$ cat config.mk
export PLATFORM = sky130hd
export DESIGN_NAME = fetch_unit
export DESIGN_NICKNAME = d
export VERILOG_FILES = /design/src/rtl/fetch_unit_pkg.sv /design/src/rtl/fetch_fifo.sv /design/src/rtl/fetch_unit.sv
export SDC_FILE = /design/constraint.sdc
export NUM_CORES = 1
export LEC_CHECK = 0
export CORE_UTILIZATION = 56
export DETAILED_ROUTE_END_ITERATION = 10
export PLACE_DENSITY = 0.88
export RECOVER_POWER = 25
export SYNTH_ARGS = -nofsm -noshare
export SYNTH_HDL_FRONTEND = slang
export SYNTH_SLANG_ARGS = --single-unit
$ cat constraint.sdc
create_clock -name i_clk -period 18 [get_ports i_clk]
set_input_delay 2.7 -clock i_clk [delete_from_list [all_inputs] [get_ports i_clk]]
set_output_delay 2.7 -clock i_clk [all_outputs]
set_load 0.02 [all_outputs]
$ cat src/rtl/fetch_unit_pkg.sv
// Shared constants and helpers for the instruction fetch stage.
// Imported by the fetch queue and the fetch unit top level.
package fetch_unit_pkg;

    localparam int          XLEN             = 32;
    localparam logic [31:0] DEFAULT_RESET_PC = 32'h0000_0000;
    localparam logic [31:0] NOP_INSTR        = 32'h0000_0013;
    localparam int          FETCH_DEPTH      = 2;

    // Classification of a memory response in the cycle it arrives
    typedef enum logic [1:0] {
        RSP_NONE = 2'd0,
        RSP_DROP = 2'd1,
        RSP_KEEP = 2'd2
    } rsp_kind_e;

    // Counter width able to hold 0..depth inclusive
    function automatic int cnt_bits(input int depth);
        return $clog2(depth) + 1;
    endfunction

endpackage

$ cat src/rtl/fetch_fifo.sv
// Small synchronous FIFO with flush; the head entry is readable combinationally.
// Used for the fetched-instruction queue and the in-flight address tags.
module fetch_fifo
    import fetch_unit_pkg::*;
#(
    parameter int W     = 64,
    parameter int DEPTH = FETCH_DEPTH
) (
    input  logic                     i_clk,
    input  logic                     i_rst_n,
    input  logic                     i_flush,
    input  logic                     i_push,
    input  logic [W-1:0]             i_data,
    input  logic                     i_pop,
    output logic [W-1:0]             o_data,
    output logic                     o_empty,
    output logic                     o_full,
    output logic [$clog2(DEPTH):0]   o_count
);

    localparam int AW = $clog2(DEPTH);
    localparam int CW = cnt_bits(DEPTH);

    logic [W-1:0]  mem_reg [DEPTH];
    logic [AW-1:0] wr_ptr_reg;
    logic [AW-1:0] rd_ptr_reg;
    logic [CW-1:0] count_reg;
    logic          do_push;
    logic          do_pop;

    assign o_empty = (count_reg == '0);
    assign o_full  = (count_reg == CW'(DEPTH));
    assign o_count = count_reg;
    assign o_data  = mem_reg[rd_ptr_reg];

    assign do_pop  = i_pop & ~o_empty;
    assign do_push = i_push & (~o_full | do_pop);

    // DEPTH is a power of two, so pointers wrap by plain overflow
    always_ff @(posedge i_clk) begin
        if (!i_rst_n || i_flush) begin
            wr_ptr_reg <= '0;
            rd_ptr_reg <= '0;
            count_reg  <= '0;
        end else begin
            if (do_push) begin
                wr_ptr_reg <= wr_ptr_reg + AW'(1);
            end
            if (do_pop) begin
                rd_ptr_reg <= rd_ptr_reg + AW'(1);
            end
            count_reg <= count_reg + CW'(do_push) - CW'(do_pop);
        end
    end

    always_ff @(posedge i_clk) begin
        if (do_push && !i_flush) begin
            mem_reg[wr_ptr_reg] <= i_data;
        end
    end

endmodule

$ cat src/rtl/fetch_unit.sv
// IF stage: owns the PC, issues in-order word fetches and queues returned
// instructions with their PC for the IF/ID handshake; EX redirects flush everything.
module fetch_unit
    import fetch_unit_pkg::*;
#(
    parameter int               WIDTH    = XLEN,
    parameter logic [WIDTH-1:0] RESET_PC = WIDTH'(DEFAULT_RESET_PC),
    parameter int               DEPTH    = FETCH_DEPTH
) (
    input  logic             i_clk,
    input  logic             i_rst_n,
    output logic             o_imem_req,
    output logic [WIDTH-1:0] o_imem_addr,
    input  logic             i_imem_gnt,
    input  logic             i_imem_rvalid,
    input  logic [WIDTH-1:0] i_imem_rdata,
    input  logic             i_redirect,
    input  logic [WIDTH-1:0] i_redirect_pc,
    output logic             o_valid,
    input  logic             i_ready,
    output logic [WIDTH-1:0] o_instr,
    output logic [WIDTH-1:0] o_pc,
    output logic [WIDTH-1:0] o_pc_plus4
);

    localparam int CW = cnt_bits(DEPTH);
    localparam int QW = 2 * WIDTH;

    logic [WIDTH-1:0] pc_reg;
    logic [WIDTH-1:0] pc_next;
    logic [CW-1:0]    outstanding_reg;
    logic [CW-1:0]    outstanding_next;
    logic [CW-1:0]    discard_reg;
    logic [CW-1:0]    discard_next;

    logic [QW-1:0]    q_head;
    logic             q_empty;
    logic             q_full;
    logic [CW-1:0]    q_count;
    logic [WIDTH-1:0] tag_head;
    logic             tag_empty;
    logic             tag_full;
    logic [CW-1:0]    tag_count;

    logic             pop;
    logic             grant;
    logic             push;
    logic [CW:0]      in_use;
    rsp_kind_e        rsp_kind;
    logic             unused_pc_bits;

    assign unused_pc_bits = ^i_redirect_pc[1:0];

    assign o_valid    = i_rst_n & ~q_empty;
    assign o_instr    = o_valid ? q_head[WIDTH-1:0] : WIDTH'(NOP_INSTR);
    assign o_pc       = o_valid ? q_head[QW-1:WIDTH] : '0;
    assign o_pc_plus4 = o_pc + WIDTH'(4);

    assign pop = o_valid & i_ready & ~i_redirect;

    // Slots already claimed: queued words plus every word still owed by memory
    assign in_use      = {1'b0, q_count} + {1'b0, outstanding_reg} - (CW + 1)'(pop);
    assign o_imem_req  = i_rst_n & ~i_redirect & (in_use < (CW + 1)'(DEPTH));
    assign o_imem_addr = pc_reg;
    assign grant       = o_imem_req & i_imem_gnt;

    always_comb begin
        rsp_kind = RSP_NONE;
        if (i_imem_rvalid) begin
            rsp_kind = (i_redirect || discard_reg != '0) ? RSP_DROP : RSP_KEEP;
        end
    end

    assign push = (rsp_kind == RSP_KEEP);

    always_comb begin
        pc_next          = pc_reg;
        outstanding_next = outstanding_reg + CW'(grant) - CW'(i_imem_rvalid);
        discard_next     = discard_reg;
        if (i_redirect) begin
            pc_next      = {i_redirect_pc[WIDTH-1:2], 2'b00};
            discard_next = outstanding_reg - CW'(i_imem_rvalid);
        end else begin
            if (grant) begin
                pc_next = pc_reg + WIDTH'(4);
            end
            if (i_imem_rvalid && discard_reg != '0) begin
                discard_next = discard_reg - CW'(1);
            end
        end
    end

    always_ff @(posedge i_clk) begin
        if (!i_rst_n) begin
            pc_reg          <= RESET_PC;
            outstanding_reg <= '0;
            discard_reg     <= '0;
        end else begin
            pc_reg          <= pc_next;
            outstanding_reg <= outstanding_next;
            discard_reg     <= discard_next;
        end
    end

    // Tags stay in step with outstanding requests, so stale responses still retire one
    fetch_fifo #(
        .W     (WIDTH),
        .DEPTH (DEPTH)
    ) u_tag_fifo (
        .i_clk   (i_clk),
        .i_rst_n (i_rst_n),
        .i_flush (1'b0),
        .i_push  (grant),
        .i_data  (pc_reg),
        .i_pop   (i_imem_rvalid),
        .o_data  (tag_head),
        .o_empty (tag_empty),
        .o_full  (tag_full),
        .o_count (tag_count)
    );

    fetch_fifo #(
        .W     (QW),
        .DEPTH (DEPTH)
    ) u_instr_queue (
        .i_clk   (i_clk),
        .i_rst_n (i_rst_n),
        .i_flush (i_redirect),
        .i_push  (push),
        .i_data  ({tag_head, i_imem_rdata}),
        .i_pop   (pop),
        .o_data  (q_head),
        .o_empty (q_empty),
        .o_full  (q_full),
        .o_count (q_count)
    );

    always_ff @(posedge i_clk) begin
        if (i_rst_n) begin
            assert (!(push && q_full && !pop));
            assert (!(i_imem_rvalid && tag_empty));
            assert (!(grant && tag_full && !i_imem_rvalid));
            assert (tag_count == outstanding_reg);
        end
    end

endmodule

Word level (Yosys, flattened, before mapping)
Memory sizes are Yosys's and may differ from the RTL's. A register that Yosys moved wholly into a read port is not among the register bits.
Cells that the tools add are included.
{"block": "totals", "regBits": 44, "mem_bits_rw": 192, "input_bits": 70, "out_inout_bits": 130, "elab_cells": 78, "n_memories": 2}
{"name": "u_instr_queue.mem_reg", "words": 2, "width": 64, "rd": 1, "rd_ports_with_merged_regs": 1, "write_ports": 1, "line_no": "fetch_fifo.sv:24", "rtl": "logic [W-1:0] mem_reg [DEPTH];"}
{"name": "u_tag_fifo.mem_reg", "words": 2, "width": 32, "rd": 1, "rd_ports_with_merged_regs": 1, "write_ports": 1, "line_no": "fetch_fifo.sv:24"}
{"block": "op_classes", "n_addsub": 16, "n_lt_le_gt_ge": 1, "n_eq_ne": 3, "muxes": 16, "bitwise": 18, "n_reduce_logical": 12}
{"op": "$mux 32", "count": 4}
{"op": "$add 32x3->32 const B", "count": 2}
{"op": "$and 1x1->1", "count": 10}
{"op": "$mux 1", "count": 8}
{"op": "$mux 2", "count": 4}
{"op": "$sub 2x1->2", "count": 4}
{"op": "$add 2x1->2", "count": 3}
{"op": "$eq 2x2->1 const B", "count": 3}
{"op": "$not 1->1", "count": 6}
{"op": "$reduce_bool 2->1", "count": 3}
{"op": "$add 1x1->1 const B", "count": 4}
{"op": "$logic_not 2->1", "count": 2}
{"op": "$add 2x2->3", "count": 1}
{"op": "$lt 3x2->1 const B", "count": 1}
{"op": "$sub 3x1->3", "count": 1}
{"op": "$logic_and 1x1->1", "count": 2}
{"op": "$logic_not 1->1", "count": 2}
{"op": "$logic_or 1x1->1", "count": 2}
{"op": "$or 1x1->1", "count": 2}
{"op": "$reduce_or 2->1", "count": 1}
{"op": "$sub 2x1->2 const B", "count": 1}

Depth between registers and ports, before layout
{"block": "logic_depth", "depth_word": 12, "depth_mapped": 18, "mapped_depth_nobuf": 14}

Modules after synthesis
From an unflattened synthesis, not the netlist that was laid out.
{"block": "hier_totals", "cells_unflattened": 805, "hier_area_um2": 10623.9}
{"module": "fetch_fifo (u_instr_queue)", "instances": 1, "cells_per_inst": 231, "area_each_um2": 4857.2, "seq_area_each_um2": 3943.8}
{"module": "fetch_unit", "instances": 1, "cells_per_inst": 442, "area_each_um2": 3208.1, "seq_area_each_um2": 680.7}
{"module": "fetch_fifo (u_tag_fifo)", "instances": 1, "cells_per_inst": 132, "area_each_um2": 2558.7, "seq_area_each_um2": 2021.9}

Least setup slack after synthesis
Ideal clock, no wire load.
{"block": "synth_timing", "path_type": "input-to-reg", "start": "input i_redirect", "end": "memory u_instr_queue.mem_reg[0][0] (enable)", "setup_time_ns": 0.635, "arrival_time_ns": 9.051, "required_ns": 17.365, "slack_ns": 8.313, "stages": 3, "n_path_buf": 2, "path_cell_list": "clkbuf_1 clkbuf_1 nor4_1"}
{"block": "synth_via", "elab_chain_len": 8}
{"element": "start: declaration", "line_no": "fetch_unit.sv:17", "rtl": "input logic i_redirect,"}
{"element": "$logic_or 1x1->1 / $not 1->1 (equally long branches)", "line_no": "fetch_unit.sv:70, fetch_unit.sv:59"}
{"element": "$mux 2 / $and 1x1->1 (equally long branches)", "line_no": "fetch_unit.sv:70, fetch_unit.sv:59"}
{"element": "$mux 2 / $and 1x1->1 (equally long branches)", "line_no": "fetch_unit.sv:69, fetch_fifo.sv:36"}
{"element": "$eq 2x2->1 / $or 1x1->1 (equally long branches)", "line_no": "fetch_unit.sv:74, fetch_fifo.sv:37"}
{"element": "$and 1x1->1", "line_no": "fetch_fifo.sv:37", "rtl": "assign do_push = i_push & (~o_full | do_pop);"}
{"element": "$logic_and 1x1->1 (*)", "line_no": "fetch_fifo.sv:57", "rtl": "if (do_push && !i_flush) begin"}
{"element": "$mux 1 (*)", "line_no": "fetch_fifo.sv:57"}
{"element": "$mux 1 (not written as such) (*)", "line_no": "fetch_fifo.sv:58", "rtl": "mem_reg[wr_ptr_reg] <= i_data;"}
{"element": "end: declaration", "line_no": "fetch_fifo.sv:24"}
Mark *: on every way between the ends. The rest lies on a longest branch, timed or not.

Worst setup path in the final report
{"block": "layout_timing", "start": "input i_rst_n", "end": "output o_imem_req"}
{"block": "layout_via", "elab_chain_len": 6}
{"element": "start: declaration", "line_no": "fetch_unit.sv:11", "rtl": "input logic i_rst_n,"}
{"element": "$and 1x1->1", "line_no": "fetch_unit.sv:54", "rtl": "assign o_valid = i_rst_n & ~q_empty;"}
{"element": "$and 1x1->1 (2 in a row)", "line_no": "fetch_unit.sv:59", "rtl": "assign pop = o_valid & i_ready & ~i_redirect;"}
{"element": "$sub 3x1->3", "line_no": "fetch_unit.sv:62", "rtl": "assign in_use = {1'b0, q_count} + {1'b0, outstanding_reg} - (CW + 1)'(pop);"}
{"element": "$lt 3x2->1", "line_no": "fetch_unit.sv:63", "rtl": "assign o_imem_req = i_rst_n & ~i_redirect & (in_use < (CW + 1)'(DEPTH));"}
{"element": "$and 1x1->1 (*)", "line_no": "fetch_unit.sv:63"}
{"element": "end: declaration", "line_no": "fetch_unit.sv:12", "rtl": "output logic o_imem_req,"}
Marks and branches as above.

==> qor.yml <==
crit_chain: "clkdlybuf4s50_1 > o21ai_4 > buf_4 > inv_2 > and3_1 > ha_1 > nand2b_1 > fa_1 > xnor2_1 > nor3b_1 > clkdlybuf4s50_1"
arrival_ns: 6.75
skew_ns: 0.009229
io_buffers: 191
hold_path_class: "register to register"
io_pins: 200
postLayoutCoreUtil_pct: 72.78
ys_seq_area_share_pct: 62.33
htreeDepth: 1
path_max_fanout: 70
overflow: 0
via_count: 6992
power_density_mw_per_mm2: 94.86
drt-pass1-iter-count: 5
cts_resized: 0
regArea_mm2: 0.006410
period_needed_ns: 9.453
swShare_pct: 23.82
critical_path_class: "primary input to primary output"
finalSetupTns_ns: 0
cts_buffers: 23
synth-seq-cells: 228
hold_violations: 0
avgRoutedWirePerCell_um: 18.85
ys_async_sr_fraction_pct: 0
antenna_left: 0
die_area_mm2: 0.01890
p_sw_w: 0.0002954
cts_hold_buf: 0
drv_cap: 0
antenna_found_initial: 1
whs_endpoint: "u_instr_queue.rd_ptr_reg$_SDFFE_PP0P_"
power.share.combinational_pct: 12.0
clk_latency_ns: 0.50
rows: 49
yosys.cell_types.count: 64
worstReg2RegEnd: "u_tag_fifo.mem_reg[0][23]$_DFFE_PP_"
hold-path-cell-count: 2
cts_tree: "built"
clockRootBuffer: "clkbuf_16"
p_leak_nw: 4.376
postCtsSetupRepairBufs: 0
synth-edff-count: 184
grt_pass1_vias: 6583
min_period_over_period_pct: 52.52
core-area_mm2: 0.01796
r2r_start: "u_instr_queue.o_count[0]$_SDFF_PP0_"
outcome: "completed"
route.detailed.drc: 0
path_clk_slew_ns: 0.06
wirelength_um: 22960
peakVddDrop_uv: 102.1
start_util_pct: 57.22
reg2reg_slack_ns: 13.55
grt_max_degree: 71
largest_reg_flops: 124
start_kind: "primary input"
drt_iter0_drc: 441
area_growth_pct: 27.19
worstMarginPinSlew_ns: 1.094
slew_viol_final: 0
crit_slowest_cell: "clkdlybuf4s50_1"
synth_area_mm2: 0.01028
die_w_um: 137.5
crit_required_ns: 15.30
multi_input_area_mm2: 0.003587
grt.total_usage_pct: 24.12
synth_cells: 786
grt_setup_unrepaired: "false"
max_stage_delay_ns: 0.78
p_clk_share_pct: 37.1
gp_congestion: 0.8606
syn_area_per_cell_um2: 13.08
grt_pass1_wl_um: 34620
cell_internal_pwr_w: 0.0009448
hold_start: "u_instr_queue.rd_ptr_reg$_SDFFE_PP0P_"
clock_path_buffers: 3
fin_nets: 1055
pwr-share-seq_pct: 50.9
finalPower_w: 0.001240
dpl.hpwl_um: 15260
reg2regPathDepth: 13
yosysWarningCount: 0
cts_sinks: 228
synthFlopType: "edfxtp_1"
drive_gt1_share_pct: 7.996
max_freq_ghz: 0.1058
vias_per_cell: 5.741
cp-end-kind: "primary output"
die_h_um: 137.5
path_common_cell: "clkdlybuf4s50_1"
maxSlewHeadroom_pct: 27.04
setup_viol_count_final: 0
nFillCells: 1206
routing by layer:
layer  GRT usage (%)  routed length, µm
met5               0                  0
met4           7.631                483
met3           4.820               2208
met2           39.03              10560
met1           32.75               9711
cell type report:
| cell class | count | area share (%) |
|---|---|---|
| clock buffers | 30 | 4.680 |
| well taps | 229 | 2.192 |
| inverters | 23 | 0.6603 |
| repair buffers | 200 | 15.11 |
| flip-flops and latches | 228 | 49.03 |
| multi-input cells | 496 | 27.44 |
| diodes | 1 | 0.01914 |
| clock inverters | 11 | 0.8709 |
Yosys cell counts (5+ instances only):
cell type,number,area [µm²]
ha_1,12,150.1
dfxtp_1,44,880.8
inv_1,21,78.83
mux2_2,31,349.1
o21ai_0,8,40.04
xor2_1,28,245.2
mux2i_1,66,660.6
clkbuf_1,17,63.81
buf_1,5,18.77
nand2_1,30,112.6
o21ai_1,7,35.03
buf_2,8,40.04
a22oi_1,6,45.04
nor2_1,88,330.3
nor4_2,7,87.58
nand3_1,25,125.1
edfxtp_1,184,5525
buf_4,11,82.58
and4_1,6,52.55
nor3_1,15,75.07
nor4_1,11,68.82
xnor2_1,22,192.7
a211oi_1,6,45.04
and2_1,11,68.82
nand4_1,10,62.56
and3_1,10,62.56
a21oi_1,28,140.1
cells in the final DEF, fill, tap and decap left out, types with 25 or more instances in the layout:
| master | netlist | final |
|---|---|---|
| nand2_1 | 30 | 30 |
| edfxtp_1 | 184 | 184 |
| xor2_1 | 28 | 28 |
| mux2_1 | 2 | 27 |
| nor2_1 | 88 | 88 |
| nand3_1 | 25 | 25 |
| a21oi_1 | 28 | 28 |
| dfxtp_1 | 44 | 43 |
| mux2i_1 | 66 | 66 |
| clkdlybuf4s50_1 | 0 | 183 |
how the worst max path moves through the flow:
stage                                                 end  slack, ns       start
CTS                                            o_imem_req       8.53     i_rst_n
finish                                         o_imem_req       8.55     i_rst_n
detailed placement                             o_imem_req       8.56     i_rst_n
floorplan           u_instr_queue.mem_reg[0][0]$_DFFE_PP_       8.31  i_redirect
global route                                   o_imem_req       8.27     i_rst_n
global placement                               o_imem_req       8.53     i_rst_n
power by group through the flow:
| stage | Clock, W | Combinational, W | Sequential, W |
|---|---|---|---|
| global placement | 0 | 0.000148 | 0.000640 |
| finish | 0.000460 | 0.000149 | 0.000631 |
| CTS | 0.000466 | 0.000154 | 0.000631 |
| floorplan | 0 | 0.0000962 | 0.000639 |
| detailed placement | 0 | 0.000152 | 0.000642 |
| global route | 0.000488 | 0.000162 | 0.000634 |
critical path: cells and delay by family:
| kind | cells | cell delay (ns) |
|---|---|---|
| buffers and inverters | 4 | 2.34 |
| adder cells (fa/ha/maj) | 2 | 0.64 |
| AO/OA/AOI/OAI | 1 | 0.17 |
| XOR/XNOR | 1 | 0.22 |
| AND/OR/NAND/NOR | 3 | 0.68 |
kinds of logic after synthesis:
| kind of cell | Yosys count | synth area share, % |
|---|---|---|
| simple gates | 247 | 13.41 |
| flops | 228 | 62.32 |
| buf+inv | 67 | 3.129 |
| fa+ha+maj | 13 | 1.655 |
| xor+xnor | 50 | 4.260 |
| mux | 99 | 10.04 |
| compound gates | 81 | 5.137 |
| other cells | 1 | 0.03648 |
per-stage QoR:
step                      std cells  instance area, µm²  worst slack [ns]  hold WS, ns
final                          1218               13070             8.547       0.5216
after floorplan                 791               10300             8.313       0.4809
after detailed placement       1176               12350             8.561       0.4987
after global placement         1176               12350             8.525       0.4947
after global routing           1218               13070             8.268       0.5580
after CTS                      1217               13080             8.533       0.5227
Power figures use the tool's default switching activity.
==> edit 1 (config.mk and constraints unchanged) <==
Make the reset (`i_rst_n`) asynchronous in one clocked block.
--- a/src/rtl/fetch_unit.sv
+++ b/src/rtl/fetch_unit.sv
@@ -92,3 +92,3 @@
 
-    always_ff @(posedge i_clk) begin
+    always_ff @(posedge i_clk or negedge i_rst_n) begin
         if (!i_rst_n) begin
Behaviour: differs if i_rst_n is asserted again (counterexample within 4 cycles, from zero or initial values and one cycle with i_rst_n low); with i_rst_n held inactive, the same outputs for 4 cycles.
==> edit 1 against the unedited design <==
The flow now finishes with violations (max-capacitance violations, max-slew violations); final cell count down 1.4%; routed wire length fell by 7.2%; area after synthesis down 0.21%; sequential cell count stayed put; cell area rose by 0.24%; count of clock-buffer cells in the layout grew 3; power rose by 5.9%; synthesized cell count fell by 2.5%; setup slack lost 1.5 ns; sequential share of layout area grew 1.2 points; die area down 0.20%; critical endpoint is now o_pc_plus4[26].
==> edit 1: results (changes against the unedited design) <==
<table>
<tr><th>Metric</th><th>Value</th></tr>
<tr><th colspan="2">Synth</th></tr>
<tr><td>Post-synthesis xor/xnor area fraction</td><td>3.93% (was 4.26%)</td></tr>
<tr><td>Post-synthesis mux area share</td><td>9.47% (was 10.0%)</td></tr>
<tr><td>Cell variety after synth</td><td>57 (was 64)</td></tr>
<tr><td>Synth Area in Adders</td><td>1.66% (about the same)</td></tr>
<tr><td>FFs w/ async S/R, synth</td><td>14.9% (was 0%)</td></tr>
<tr><td>Most frequent cells after synthesis</td><td>184 x edfxtp_1, 82 x nor2_1, 61 x mux2i_1 (was 184 x edfxtp_1, 88 x nor2_1, 66 x mux2i_1)</td></tr>
<tr><td>Number of instances in the synthesized netlist</td><td>766 (was 786)</td></tr>
<tr><td>Fraction of synthesized cell area taken by the top area cell type</td><td>53.9% (was 53.8%)</td></tr>
<tr><td>Fraction of the yosys area taken by sequential cells</td><td>64.1% (was 62.3%)</td></tr>
<tr><th colspan="2">Power</th></tr>
<tr><td>Sw Share</td><td>24.5% (was 23.8%)</td></tr>
<tr><td>Cell leakage power</td><td>4.46 nW (was 4.38 nW)</td></tr>
<tr><td>Highest ir drop seen on vdd</td><td>68.2 uV (was 102 uV)</td></tr>
<tr><th colspan="2">Cells and area</th></tr>
<tr><td>Count of multi-input gates</td><td>480 (was 496)</td></tr>
<tr><td>Non-clock buffering overhead in the final layout</td><td>15.0% (was 15.1%)</td></tr>
<tr><td>Area taken by flip-flops and latches</td><td>6580 um2 (was 6410 um2)</td></tr>
<tr><td>Total Nets Final</td><td>1039 (was 1055)</td></tr>
<tr><td>Clock buffer count</td><td>33 (was 30)</td></tr>
<tr><th colspan="2">Routing</th></tr>
<tr><td>Overall routed net length</td><td>21300 um (was 23000 um)</td></tr>
<tr><td>Met3 WL</td><td>1650 um (was 2210 um)</td></tr>
<tr><td>Metal-1 WL</td><td>9080 um (was 9710 um)</td></tr>
<tr><th colspan="2">Critical path</th></tr>
<tr><td>Arrival time of data at the critical path endpoint</td><td>8.22 ns (was 6.75 ns)</td></tr>
<tr><td>Worst-path maximum fanout</td><td>53 (was 70)</td></tr>
<tr><th colspan="2">Run status</th></tr>
<tr><td>Status</td><td>finished with violations (was complete, no violations)</td></tr>
<tr><td>Violations in the final reports</td><td>max-capacitance violations, max-slew violations</td></tr>
<tr><th colspan="2">Flow run</th></tr>
<tr><td>Max Cap Viol</td><td>2 (was 0)</td></tr>
<tr><th colspan="2">Placed design</th></tr>
<tr><td>Dpl hpwl</td><td>14200 um (was 15300 um)</td></tr>
<tr><th colspan="2">Timing</th></tr>
<tr><td>Slew at the pin closest to its max-slew limit</td><td>2.23 ns (was 1.09 ns)</td></tr>
<tr><td>Final max-slew violation count</td><td>75 (was 0)</td></tr>
<tr><th colspan="2">Global route</th></tr>
<tr><td>GRT Overall Usage</td><td>22.3% (was 24.1%)</td></tr>
<tr><td>Global-route wire length before repair</td><td>32800 um (was 34600 um)</td></tr>
<tr><th colspan="2">Worst hold path</th></tr>
<tr><td>Number of cells on the worst hold path</td><td>1 (was 2)</td></tr>
</table>
==> edit 1: worst paths after layout <==
check / to / slack [ns] / from
max: o_pc_plus4[26] / 7.08 / i_rst_n
min: outstanding_reg[0]$_DFF_PN0_ / 0.53 / outstanding_reg[0]$_DFF_PN0_
max reg2reg: u_tag_fifo.mem_reg[0][17]$_DFFE_PP_ / 13.06 / u_instr_queue.o_count[0]$_SDFF_PP0_
min reg2reg: outstanding_reg[0]$_DFF_PN0_ / 0.53 / outstanding_reg[0]$_DFF_PN0_
max in group asynchronous: discard_reg[1]$_DFFE_PN0P_ / 13.76 / i_rst_n
min in group asynchronous: o_imem_addr[28]$_DFFE_PN0P_ / 2.95 / i_rst_n
==> edit 1: through the flow <==
step,instance area [um2],setup slack (ns)
3_5_place_dp,12300,8.60
2_1_floorplan,10300,8.30
3_3_place_gp,12300,8.61
6_report,13100,7.08
5_1_grt,13100,6.37
4_1_cts,13100,8.59
==> edit 2 (same settings) <==
Made on the original files. `XLEN`: 32 -> 48.
--- a/src/rtl/fetch_unit_pkg.sv
+++ b/src/rtl/fetch_unit_pkg.sv
@@ -4,3 +4,3 @@
 
-    localparam int          XLEN             = 32;
+    localparam int          XLEN             = 48;
     localparam logic [31:0] DEFAULT_RESET_PC = 32'h0000_0000;
Ports: changed (6 resized); port bits go from 200 to 296. The function was not compared with the original's and may differ.
==> edit 2 against the unedited design <==
Setup slack lost 0.27 ns; clock power rose by 44%; core utilization decreased by 0.11 points; routed wire length is 61% higher; register-to-register slack worse by 0.40 ns; area after synthesis increased by 51%; non-clock buffer count up 100; power is 47% higher; fmax down 2.8%; the flow now finishes with violations (max-capacitance violations, max-slew violations); largest power group unchanged; count of clock-buffer cells in the layout increased by 15; cell area rose by 51%; sequential cell count increased by 112; sequential power is 51% higher; first-iteration DRC count up 80%.
==> edit 2: results (changes against the unedited design) <==
<table>
<tr><th>Metric</th><th>Value</th></tr>
<tr><th colspan="2">Timing</th></tr>
<tr><td>Final max-slew violation count</td><td>47 (was 0)</td></tr>
<tr><td>Clock tree skew after final layout</td><td>0.0196 ns (was 0.00923 ns)</td></tr>
<tr><th colspan="2">Routing</th></tr>
<tr><td>Iter 0 DRT Violations</td><td>794 (was 441)</td></tr>
<tr><td>Routed vias</td><td>10810 (was 6992)</td></tr>
<tr><th colspan="2">Placed design</th></tr>
<tr><td>Placement-stage worst setup slack</td><td>8.30 ns (was 8.56 ns)</td></tr>
<tr><td>Total placed cells including tap cells</td><td>1800 (was 1176)</td></tr>
<tr><td>Dpl hpwl</td><td>25400 um (was 15300 um)</td></tr>
<tr><td>Final RePlAce weighted congestion</td><td>0.885 (was 0.861)</td></tr>
<tr><td>Count of buffers from port buffering</td><td>287 (was 191)</td></tr>
<tr><td>Post-place instance area</td><td>18700 um2 (was 12300 um2)</td></tr>
<tr><th colspan="2">Clocking</th></tr>
<tr><td>Skew-Pair Late Insertion Delay</td><td>0.52 ns (was 0.50 ns)</td></tr>
<tr><td>CTS H-tree depth</td><td>2 (was 1)</td></tr>
<tr><td>Number of buffers created by CTS</td><td>35 (was 23)</td></tr>
<tr><th colspan="2">Synth</th></tr>
<tr><td>Most frequent cells after synthesis</td><td>280 x edfxtp_1, 127 x nor2_1, 93 x mux2i_1 (was 184 x edfxtp_1, 88 x nor2_1, 66 x mux2i_1)</td></tr>
<tr><td>Fraction of the yosys area taken by sequential cells</td><td>61.8% (was 62.3%)</td></tr>
<tr><td>EDFF count, synth</td><td>280 (was 184)</td></tr>
<tr><td>Cell variety after synth</td><td>70 (was 64)</td></tr>
<tr><th colspan="2">Global route</th></tr>
<tr><td>Global-route wire length before repair</td><td>56000 um (was 34600 um)</td></tr>
<tr><td>GRT Overall Usage</td><td>25.3% (was 24.1%)</td></tr>
<tr><td>Via count of the first global-routing pass</td><td>10169 (was 6583)</td></tr>
<tr><th colspan="2">Power</th></tr>
<tr><td>Highest ir drop seen on vdd</td><td>71.6 uV (was 102 uV)</td></tr>
<tr><th colspan="2">Cells and area</th></tr>
<tr><td>Layout cells sized above 1</td><td>7.65% (was 8.00%)</td></tr>
<tr><td>Post-route non-filler standard cell count</td><td>1862 (was 1218)</td></tr>
<tr><th colspan="2">Flow run</th></tr>
<tr><td>Max Cap Viol</td><td>1 (was 0)</td></tr>
<tr><th colspan="2">Run status</th></tr>
<tr><td>Violations in the final reports</td><td>max-capacitance violations, max-slew violations</td></tr>
<tr><td>Status</td><td>finished with violations (was complete, no violations)</td></tr>
</table>
## edit 2: changes by cell type in the layout (fill, tap and decap cells not counted), moves of 12 or more
cell,unedited run,this run
o21ai_0,8,21
a31oi_1,4,19
nand2_1,30,64
dfxtp_1,43,59
nand3_1,25,37
xor2_1,28,50
nand4_1,10,38
edfxtp_1,184,280
nor2_1,88,127
clkbuf_16,23,35
mux2i_1,66,93
clkdlybuf4s50_1,183,277
mux2_1,27,44
## edit 2: path summary, 6_finish.rpt
path / startpoint / to / slack, ns / cells after the start
setup reg to reg: u_instr_queue.o_count[0]$_SDFF_PP0_ / u_tag_fifo.mem_reg[1][11]$_DFFE_PP_ / 13.15 / 13
hold reg to reg: u_instr_queue.rd_ptr_reg$_SDFFE_PP0P_ / u_instr_queue.rd_ptr_reg$_SDFFE_PP0P_ / 0.52 / 2
hold / removal: u_instr_queue.rd_ptr_reg$_SDFFE_PP0P_ / u_instr_queue.rd_ptr_reg$_SDFFE_PP0P_ / 0.52 / 2
setup / recovery: i_rst_n / o_pc_plus4[24] / 8.28 / 13
## edit 2: cell families (layout without fill, tap and decap cells)
| kind of cell | after synthesis | in the layout | share of synthesized area (%) |
|---|---|---|---|
| compound gates | 120 | 120 | 5.51 |
| xor+xnor | 75 | 75 | 4.23 |
| fa+ha+maj | 13 | 13 | 1.09 |
| buf+inv | 94 | 386 | 2.97 |
| flops | 340 | 340 | 61.8 |
| mux | 148 | 148 | 9.97 |
| other cells | 1 | 6 | 0.0241 |
| simple gates | 402 | 402 | 14.4 |
## edit 2: final cells by class
type                            instances  area, um2
Sequential cell                       340       9610
Fill cell                            1728       7410
Multi-Input combinational cell        764       5510
Timing Repair Buffer                  300       2970
Clock buffer                           45        923
Tap cell                              372        465
Clock inverter                         17        120
Inverter                               24       90.1
## edit 2: where the power goes
part / internal (mW) / switching [mW]
sequential: 0.908 / 0.0437
clock: 0.378 / 0.283
combinational: 0.0961 / 0.112
total: 1.38 / 0.439
## edit 2: metal layers
layer  GRT usage (%)  wire length (um)
met1            34.4             15800
met2            41.3             17300
met3            5.70              3120
met4            6.56               722
met5               0                 0
## edit 2: through the flow
stage          power (mW)  utilization, %
3_5_place_dp         1.18            68.8
3_3_place_gp         1.17            68.8
5_1_grt              1.89            72.7
2_1_floorplan        1.09               -
4_1_cts              1.84            72.7
6_report             1.82            72.7
## edit 2: worst max-delay path, cell delays in order
cell	delay (ns)
clkdlybuf4s50_1	0.46
buf_4	0.30
o21ai_4	0.08
buf_4	0.34
or2_2	0.41
inv_1	0.09
ha_1	0.18
inv_1	0.09
a2111oi_4	0.69
nand3_2	0.29
or4_1	0.55
xnor2_1	0.17
clkdlybuf4s50_1	0.63
